==> config.mk <==
export PLATFORM = sky130hd
export DESIGN_NAME = uart_tx_multibyte
export DESIGN_NICKNAME = d
export VERILOG_FILES = /design/src/rtl/uart_tx_multibyte.sv
export SDC_FILE = /design/constraint.sdc
export NUM_CORES = 1
export LEC_CHECK = 0
export CAP_MARGIN = 30
export CORE_UTILIZATION = 49
export CTS_BUF_LIST = sky130_fd_sc_hd__clkbuf_4 sky130_fd_sc_hd__clkbuf_8 sky130_fd_sc_hd__clkbuf_16
export CTS_CLUSTER_SIZE = 8
export DETAILED_ROUTE_END_ITERATION = 10
export GPL_ROUTABILITY_DRIVEN = 0
export PLACE_DENSITY_LB_ADDON = 0.05
export RECOVER_POWER = 50
export SYNTH_ARGS = -nofsm -noshare
export SYNTH_HDL_FRONTEND = slang
export SYNTH_SLANG_ARGS = --single-unit
export TNS_END_PERCENT = 5
==> constraint.sdc <==
create_clock -name clock -period 7 [get_ports clock]
set_input_delay 1.4 -clock clock [delete_from_list [all_inputs] [get_ports clock]]
set_output_delay 1.4 -clock clock [all_outputs]
set_load 0.05 [all_outputs]
==> src/rtl/uart_tx_multibyte.sv <==
// uart_tx_multibyte
//   Serialises a NUM_BYTES-character word as back-to-back UART characters on
//   one TX line. Each character is sent as follows:
//     - one start bit (0);
//     - BITS_DADOS data bits, LSB first;
//     - an optional parity bit (odd or even);
//     - BITS_PARADA stop bits (1).
//   Character 0 (the low slice of the word) goes out first.
// Ports
//   clock                  system clock, rising edge
//   reset_n                async active-low reset; aborts any frame in flight
//   haDadosParaTransmitir  valid for palavraASerTransmitida
//   palavraASerTransmitida word to send (NUM_BYTES*BITS_DADOS bits)
//   prontoParaReceber      ready; high exactly while idle (ESPERA)
//   indicaTransmissao      busy, from accept until the last stop bit ends
//   bitSerialAtual         registered TX line, idles high
//   bitsEstaoEnviados      one-cycle pulse when a word has been fully sent
module uart_tx_multibyte #(
  parameter int CLOCKS_POR_BIT = 5209,
  parameter int BITS_DADOS     = 8,
  parameter int NUM_BYTES      = 2,
  parameter int PARIDADE       = 0,
  parameter int BITS_PARADA    = 1
) (
  input  logic                              clock,
  input  logic                              reset_n,
  input  logic                              haDadosParaTransmitir,
  input  logic [NUM_BYTES*BITS_DADOS-1:0]   palavraASerTransmitida,
  output logic                              prontoParaReceber,
  output logic                              indicaTransmissao,
  output logic                              bitSerialAtual,
  output logic                              bitsEstaoEnviados
);

  localparam int CW = $clog2(CLOCKS_POR_BIT);
  // BITS_DADOS >= 5, so this index also covers the (at most 2) stop bits.
  localparam int BW = $clog2(BITS_DADOS);
  localparam int KW = (NUM_BYTES > 1) ? $clog2(NUM_BYTES) : 1;

  typedef enum logic [2:0] {
    S_ESPERA, S_INICIO, S_DADOS, S_PARIDADE, S_PARADA
  } state_e;

  state_e                                state_q, state_d;
  logic [CW-1:0]                         cnt_q, cnt_d;
  logic [BW-1:0]                         bit_q, bit_d;
  logic [KW-1:0]                         chr_q, chr_d;
  logic [NUM_BYTES-1:0][BITS_DADOS-1:0]  word_q, word_d;
  logic                                  serial_q, serial_d;
  logic                                  busy_q, busy_d;
  logic                                  done_q, done_d;

  logic                  accept, tick, last_data, last_stop, last_chr;
  logic [BITS_DADOS-1:0] char_bits;

  assign accept    = (state_q == S_ESPERA) && haDadosParaTransmitir;
  assign tick      = (cnt_q == CW'(CLOCKS_POR_BIT - 1));
  assign last_data = (bit_q == BW'(BITS_DADOS - 1));
  assign last_stop = (bit_q == BW'(BITS_PARADA - 1));
  assign last_chr  = (chr_q == KW'(NUM_BYTES - 1));

  // State register
  always_ff @(posedge clock or negedge reset_n) begin
    if (!reset_n) begin
      state_q  <= S_ESPERA;
      cnt_q    <= '0;
      bit_q    <= '0;
      chr_q    <= '0;
      word_q   <= '0;
      serial_q <= 1'b1;
      busy_q   <= 1'b0;
      done_q   <= 1'b0;
    end else begin
      state_q  <= state_d;
      cnt_q    <= cnt_d;
      bit_q    <= bit_d;
      chr_q    <= chr_d;
      word_q   <= word_d;
      serial_q <= serial_d;
      busy_q   <= busy_d;
      done_q   <= done_d;
    end
  end

  // Next-state logic. bit_q doubles as the stop-bit counter in PARADA.
  always_comb begin
    state_d = state_q;
    cnt_d   = cnt_q;
    bit_d   = bit_q;
    chr_d   = chr_q;
    word_d  = word_q;
    if (state_q == S_ESPERA) begin
      if (accept) begin
        state_d = S_INICIO;
        word_d  = palavraASerTransmitida;
        cnt_d   = '0;
        bit_d   = '0;
        chr_d   = '0;
      end
    end else begin
      cnt_d = tick ? '0 : cnt_q + CW'(1);
      if (tick) begin
        case (state_q)
          S_INICIO: begin
            state_d = S_DADOS;
            bit_d   = '0;
          end
          S_DADOS: begin
            if (last_data) begin
              bit_d   = '0;
              state_d = (PARIDADE != 0) ? S_PARIDADE : S_PARADA;
            end else begin
              bit_d = bit_q + BW'(1);
            end
          end
          S_PARIDADE: begin
            state_d = S_PARADA;
            bit_d   = '0;
          end
          S_PARADA: begin
            if (last_stop) begin
              bit_d = '0;
              if (last_chr) begin
                state_d = S_ESPERA;
                chr_d   = '0;
              end else begin
                state_d = S_INICIO;
                chr_d   = chr_q + KW'(1);
              end
            end else begin
              bit_d = bit_q + BW'(1);
            end
          end
          default: state_d = S_ESPERA;
        endcase
      end
    end
  end

  // Output logic: the line register is loaded with the level of the bit being
  // entered, so the start bit appears on the accept edge itself. The data
  // path reads word_q, which is only needed from INICIO onward.
  always_comb begin
    char_bits = word_q[chr_d];
    serial_d  = 1'b1;
    case (state_d)
      S_INICIO:   serial_d = 1'b0;
      S_DADOS:    serial_d = char_bits[bit_d];
      S_PARIDADE: serial_d = (PARIDADE == 1) ? ~^char_bits : ^char_bits;
      default:    serial_d = 1'b1;
    endcase
    busy_d = (state_d != S_ESPERA);
    done_d = (state_q == S_PARADA) && tick && last_stop && last_chr;
  end

  assign prontoParaReceber = (state_q == S_ESPERA);
  assign indicaTransmissao = busy_q;
  assign bitSerialAtual    = serial_q;
  assign bitsEstaoEnviados = done_q;

endmodule
* Yosys cells after proc, flatten, opt, wreduce, memory -nomap -nowiden
Index checks and enable logic that the tools add are counted.
** Word-level totals
- Bits in registers :: 39
- Output and inout bits :: 4
- Bits of input ports :: 19
- Word-level logic and storage cells :: 61
** Cells by class
- Add/sub/neg operators :: 3
- Equality and inequality tests :: 10
- Reduce and logical (&&, ||, !) cells :: 10
- Multiplexer cells :: 27
- Magnitude comparators :: 2
** Operator list (count)
- 13-bit 2-to-1 mux :: 3
- 3-bit 2-to-1 mux :: 10
- 8-bit 2-to-1 mux :: 2
- 13-bit by 1-bit adder with 13-bit output (second input constant) :: 1
- 13-bit == test (second input constant) :: 1
- 3-bit by 2-bit == test with 1-bit output (second input constant) :: 4
- 3-bit one-hot mux with 4 select lines :: 1
- 3-bit one-hot mux with 3 select lines :: 1
- 1-bit 2-to-1 mux :: 8
- 8-bit XOR reduction :: 1
- 3-bit by 1-bit == test with 1-bit output (second input constant) :: 2
- 3-bit == test (second input constant) :: 2
- 3-bit zero test :: 2
- 1-bit logical AND :: 4
- 3-bit by 4-bit < comparator with 1-bit output (second input constant) :: 1
- 3-bit by 1-bit adder with 3-bit output (second input constant) :: 1
- 1-bit binary-select mux with 3-bit select :: 1
- 1-bit one-hot mux with 3 select lines :: 1
- 3-bit nonzero test :: 1
- 1-bit by 2-bit < comparator with 1-bit output (second input constant) :: 1
- 2-bit by 1-bit inequality test with 1-bit output (second input constant) :: 1
- 2-bit AND reduction :: 1
- 2-bit OR reduction :: 1
- 1-bit adder (second input constant) :: 1

* Depth between registers and ports, before layout
- Depth in word-level cells :: 11
- Gate-level depth with buffers :: 12
- Gate-level depth less buffers :: 11

* Least setup slack after synthesis
No wires, ideal clock.
- Kind :: reg-to-output
- Start :: reg state_q[0]
- End :: out prontoParaReceber
- Stages on the path, launching flop included :: 3
- Required time :: 5600 ps
- Slack :: 3865 ps
- Path buffers :: 1
- Data arrival time :: 1735 ps
- Cell sequence :: dfrtp_1 -> buf_1 -> nor3_1
** On the way
- Word-level cells in the longest chain between the ends :: 1
** Ends and longest elaborated chain
- from (decl) :: RTL line 44 : state_e state_q, state_d;
- from (signal assigned) :: RTL line 74 : state_q <= state_d;
- 3-bit zero test :: RTL line 156 : assign prontoParaReceber = (state_q == S_ESPERA);
- to (decl) :: RTL line 29 : output logic prontoParaReceber,
Every way passes these cells.

* Worst setup path after layout
- Start :: in haDadosParaTransmitir
- End :: reg serial_q, in the netlist bitSerialAtual
** On the way
- Elaborated cells between the ends (all ways) :: 16
- Those cells by class :: eq/ne (3); mux (11); reduce/logical (2)
** RTL lines
- from (decl) :: RTL line 27 : input logic haDadosParaTransmitir,
- 1-bit logical AND :: RTL line 56 : assign accept = (state_q == S_ESPERA) && haDadosParaTransmitir;
- 3-bit 2-to-1 mux :: RTL line 93 : if (accept) begin
- 3-bit 2-to-1 mux :: RTL line 92 : if (state_q == S_ESPERA) begin
- named net bit_d[2] :: RTL line 46 : logic [BW-1:0] bit_q, bit_d;
- 1-bit binary-select mux with 3-bit select :: RTL line 148 : S_DADOS: serial_d = char_bits[bit_d];
- 1-bit 2-to-1 mux (not written as such) :: RTL line 148
- 1-bit one-hot mux with 3 select lines :: RTL line 146 : case (state_d)
- named net serial_d :: RTL line 49 : logic serial_q, serial_d;
- to (signal assigned) :: RTL line 79 : serial_q <= serial_d;
- to (decl) :: RTL line 49
The timed path passes the listed nets, and every way through them passes these cells. The select of a mux whose other input is x is not followed.
A chain may end at the register's enable or synchronous reset.

==> qor.txt <==
DP Wirelength - 3.73 mm
CTS Buffer Depth - 2
Worst Hold Depth - 1
YS warnings - 0
Clock Latency Late Sink - 290 ps
Routed WL per cell - 14.4 µm
Root Driver - clkbuf_8
NetSw - 0.000106 W
R2R cell count - 8
Worst path arrival time - 3860 ps
Gr usage total - 0.225
Final ANT Viol Nets - 0
Final slew viol count - 40
Vias per cell - 5.63
Layout area overhead - 14.6%
#FFs+latches synth - 39
Most common cell after layout, fill and taps aside - nand2_1
Power Density - 169 nW/µm²
Postcts setup bufs - 0
Final Hold Viols - 0
Site row count - 25
Post-synthesis cell count - 281
Slew at the pin with the worst max-slew slack - 2060 ps
Critical-path maximum fanout - 16
Final wirelength - 5.29 mm
Antenna diodes - 0
Post-synth top area cell - dfrtp_1
Highest-count cells in the layout ignoring fill and taps - nand2_1, dfrtp_1, o21ai_0, clkdlybuf4s50_1, xnor2_1
Fin crit period - 3640 ps
CTS resizes - 0
Slew HR - -0.373
Clock Power Share - 0.409
Hold-fix buffers at CTS - 0
H-tree depth - 2
Share of the synthesized area in the top cell type - 0.387
Remaining DRCs - 0
Drt pass-1 iters - 4
Layout cells sized above 1 - 0.0800
Multi-input logic area - 1350 µm²
Post-synth EDFFs - 0
Flop2flop setup slack - 4040 ps
Initial DRC Count - 184
Combinational cell fraction of total power - 0.092
Sequential Power Share - 0.499
Top post-synthesis cells by area - dfrtp_1, nand2_1, o21ai_0
I/O Buffers - 22
Register Area - 977 µm²
Starting Density - 0.514
Seq/Total Area, Yosys - 0.397
Critical Path RT - 7220 ps
Core Area - 4790 µm²
Largest net degree at the start of global routing - 40
Die X - 72.9 µm
Final worst-path cycle share - 0.520
Syn nets - 305
Status - finished, violations left
Die Height - 72.9 µm
Vias post-DR - 2066
Max Fclk - 0.275 GHz
Setup Viol. Count Final - 0
Clock-pin slew on the worst setup and hold paths - 70 ps
TritonCTS Buffers - 5
IO Count - 23
GRT overflow - 0
Synthesized area per cell - 8.75 µm²
Yosys cell types - 55
Worst Setup End Kind - register
Main synth FF type - dfrtp_1
Maximum vdd drop - 0.131 mV
Die ar. - 5310 µm²
Hold WC Path Type - reg -> reg
Cell-internal power - 0.000371 W
Fillers - 442
CP Launch Type - primary input
TritonCTS clock tree - yes
Failing checks - capacitance limit, slew limit
Post-synth ARST share - 1.00
Setup Crit Path Kind - in -> reg
Final net count - 323
Initial antenna violation count - 0
Vias in the first global route - 1941
Fin util - 0.589
Synthesized cell area - 2460 µm²
Setup TNS - 0 ps
Leakage - 1.25 nW
First-pass GRT wire length - 9.22 mm
RSZ-0062 raised after global routing - no
Clock sinks - 39
# Max-Cap Violations - 1
Worst Clk Skew - 7.63 ps
Sw frac - 0.222
worst max-delay path: stages:
cell and delay [ps]:
clkdlybuf4s50_1 500, or4b_1 750, nand2_1 170, a21o_1 110, and2_1 180, inv_2 80, a211o_1 240, a211oi_1 200
nor4_1 80, o21ai_1 140
path summary, 6_finish.rpt:
kind                                       startpoint        endpoint
max in group asynchronous                     reset_n       word_q[1]
worst min register to register              cnt_q[12]       cnt_q[12]
worst max-delay path            haDadosParaTransmitir  bitSerialAtual
worst max register to register               cnt_q[8]  bitSerialAtual
worst min-delay path                        cnt_q[12]       cnt_q[12]
min in group asynchronous                     reset_n        cnt_q[7]
per-stage QoR:
stage	std cells	instance area [µm²]	total power, W	hold slack [ps]	setup WS (ps)
detailed placement	359	2710	0.000287	489	3080
finish	367	2820	0.000477	516	3360
global placement	358	2700	0.000286	488	2960
CTS	367	2830	0.000481	511	3360
floorplan	281	2460	0.000266	452	3870
global route	367	2820	0.000495	548	3120
synthesized netlist by cell type, types with 2 or more instances:
master,n
mux2i_1,5
nand3_1,11
buf_6,3
ha_1,5
a211o_1,3
dfrtp_1,38
a31o_2,2
nor3_1,3
a211oi_1,7
nand4_1,2
xnor2_1,16
nand2b_1,3
clkbuf_1,7
a32oi_1,2
a21oi_1,5
o21ai_0,29
a21o_1,2
nand2_1,56
a31oi_1,2
o31ai_1,2
and3_1,9
nor2b_1,2
inv_1,14
and4b_1,2
nor4b_2,2
o211ai_1,6
nor2_1,14
nor4_1,2
cells by family after synthesis:
kind of cell / synth area share
adders and majority gates: 0.0254
DFF: 0.397
and+or+nand+nor: 0.228
buffers and inverters: 0.0539
AOI/OAI and AO/OA: 0.208
muxes: 0.0310
xor gates and xnor gates: 0.0570
routing by layer:
metal  global-route usage  routed length [µm]  vias up
li1                     -                   -     1039
met2                0.333                2330       47
met5                    0                   0        -
met3               0.0428                 231       10
met4               0.0741                  88        0
met1                0.330                2630      970
registers in the layout, indices dropped and copies added (netlist names):
signal and count:
indicaTransmissao 1, chr_q 1, cnt_q 13, bitsEstaoEnviados 1, word_q 16, bitSerialAtual 1, bit_q 3, state_q 3
area by class of cell:
| cell class | instances | area share |
|---|---|---|
| clock buffers | 6 | 0.0293 |
| clock inverters | 2 | 0.0124 |
| inverters | 15 | 0.0200 |
| multi-input cells | 214 | 0.480 |
| flip-flops and latches | 39 | 0.346 |
| well taps | 67 | 0.0297 |
| repair buffers | 24 | 0.0825 |
power groups by stage:
stage | clock network [W] | registers [W] | logic (W)
after floorplan | 0 | 0.000240 | 0.0000264
after global placement | 0 | 0.000242 | 0.0000439
after detailed placement | 0 | 0.000242 | 0.0000445
after CTS | 0.000198 | 0.000238 | 0.0000448
after global routing | 0.000207 | 0.000239 | 0.0000494
final | 0.000195 | 0.000238 | 0.0000439
Power figures use the tool's default switching activity.
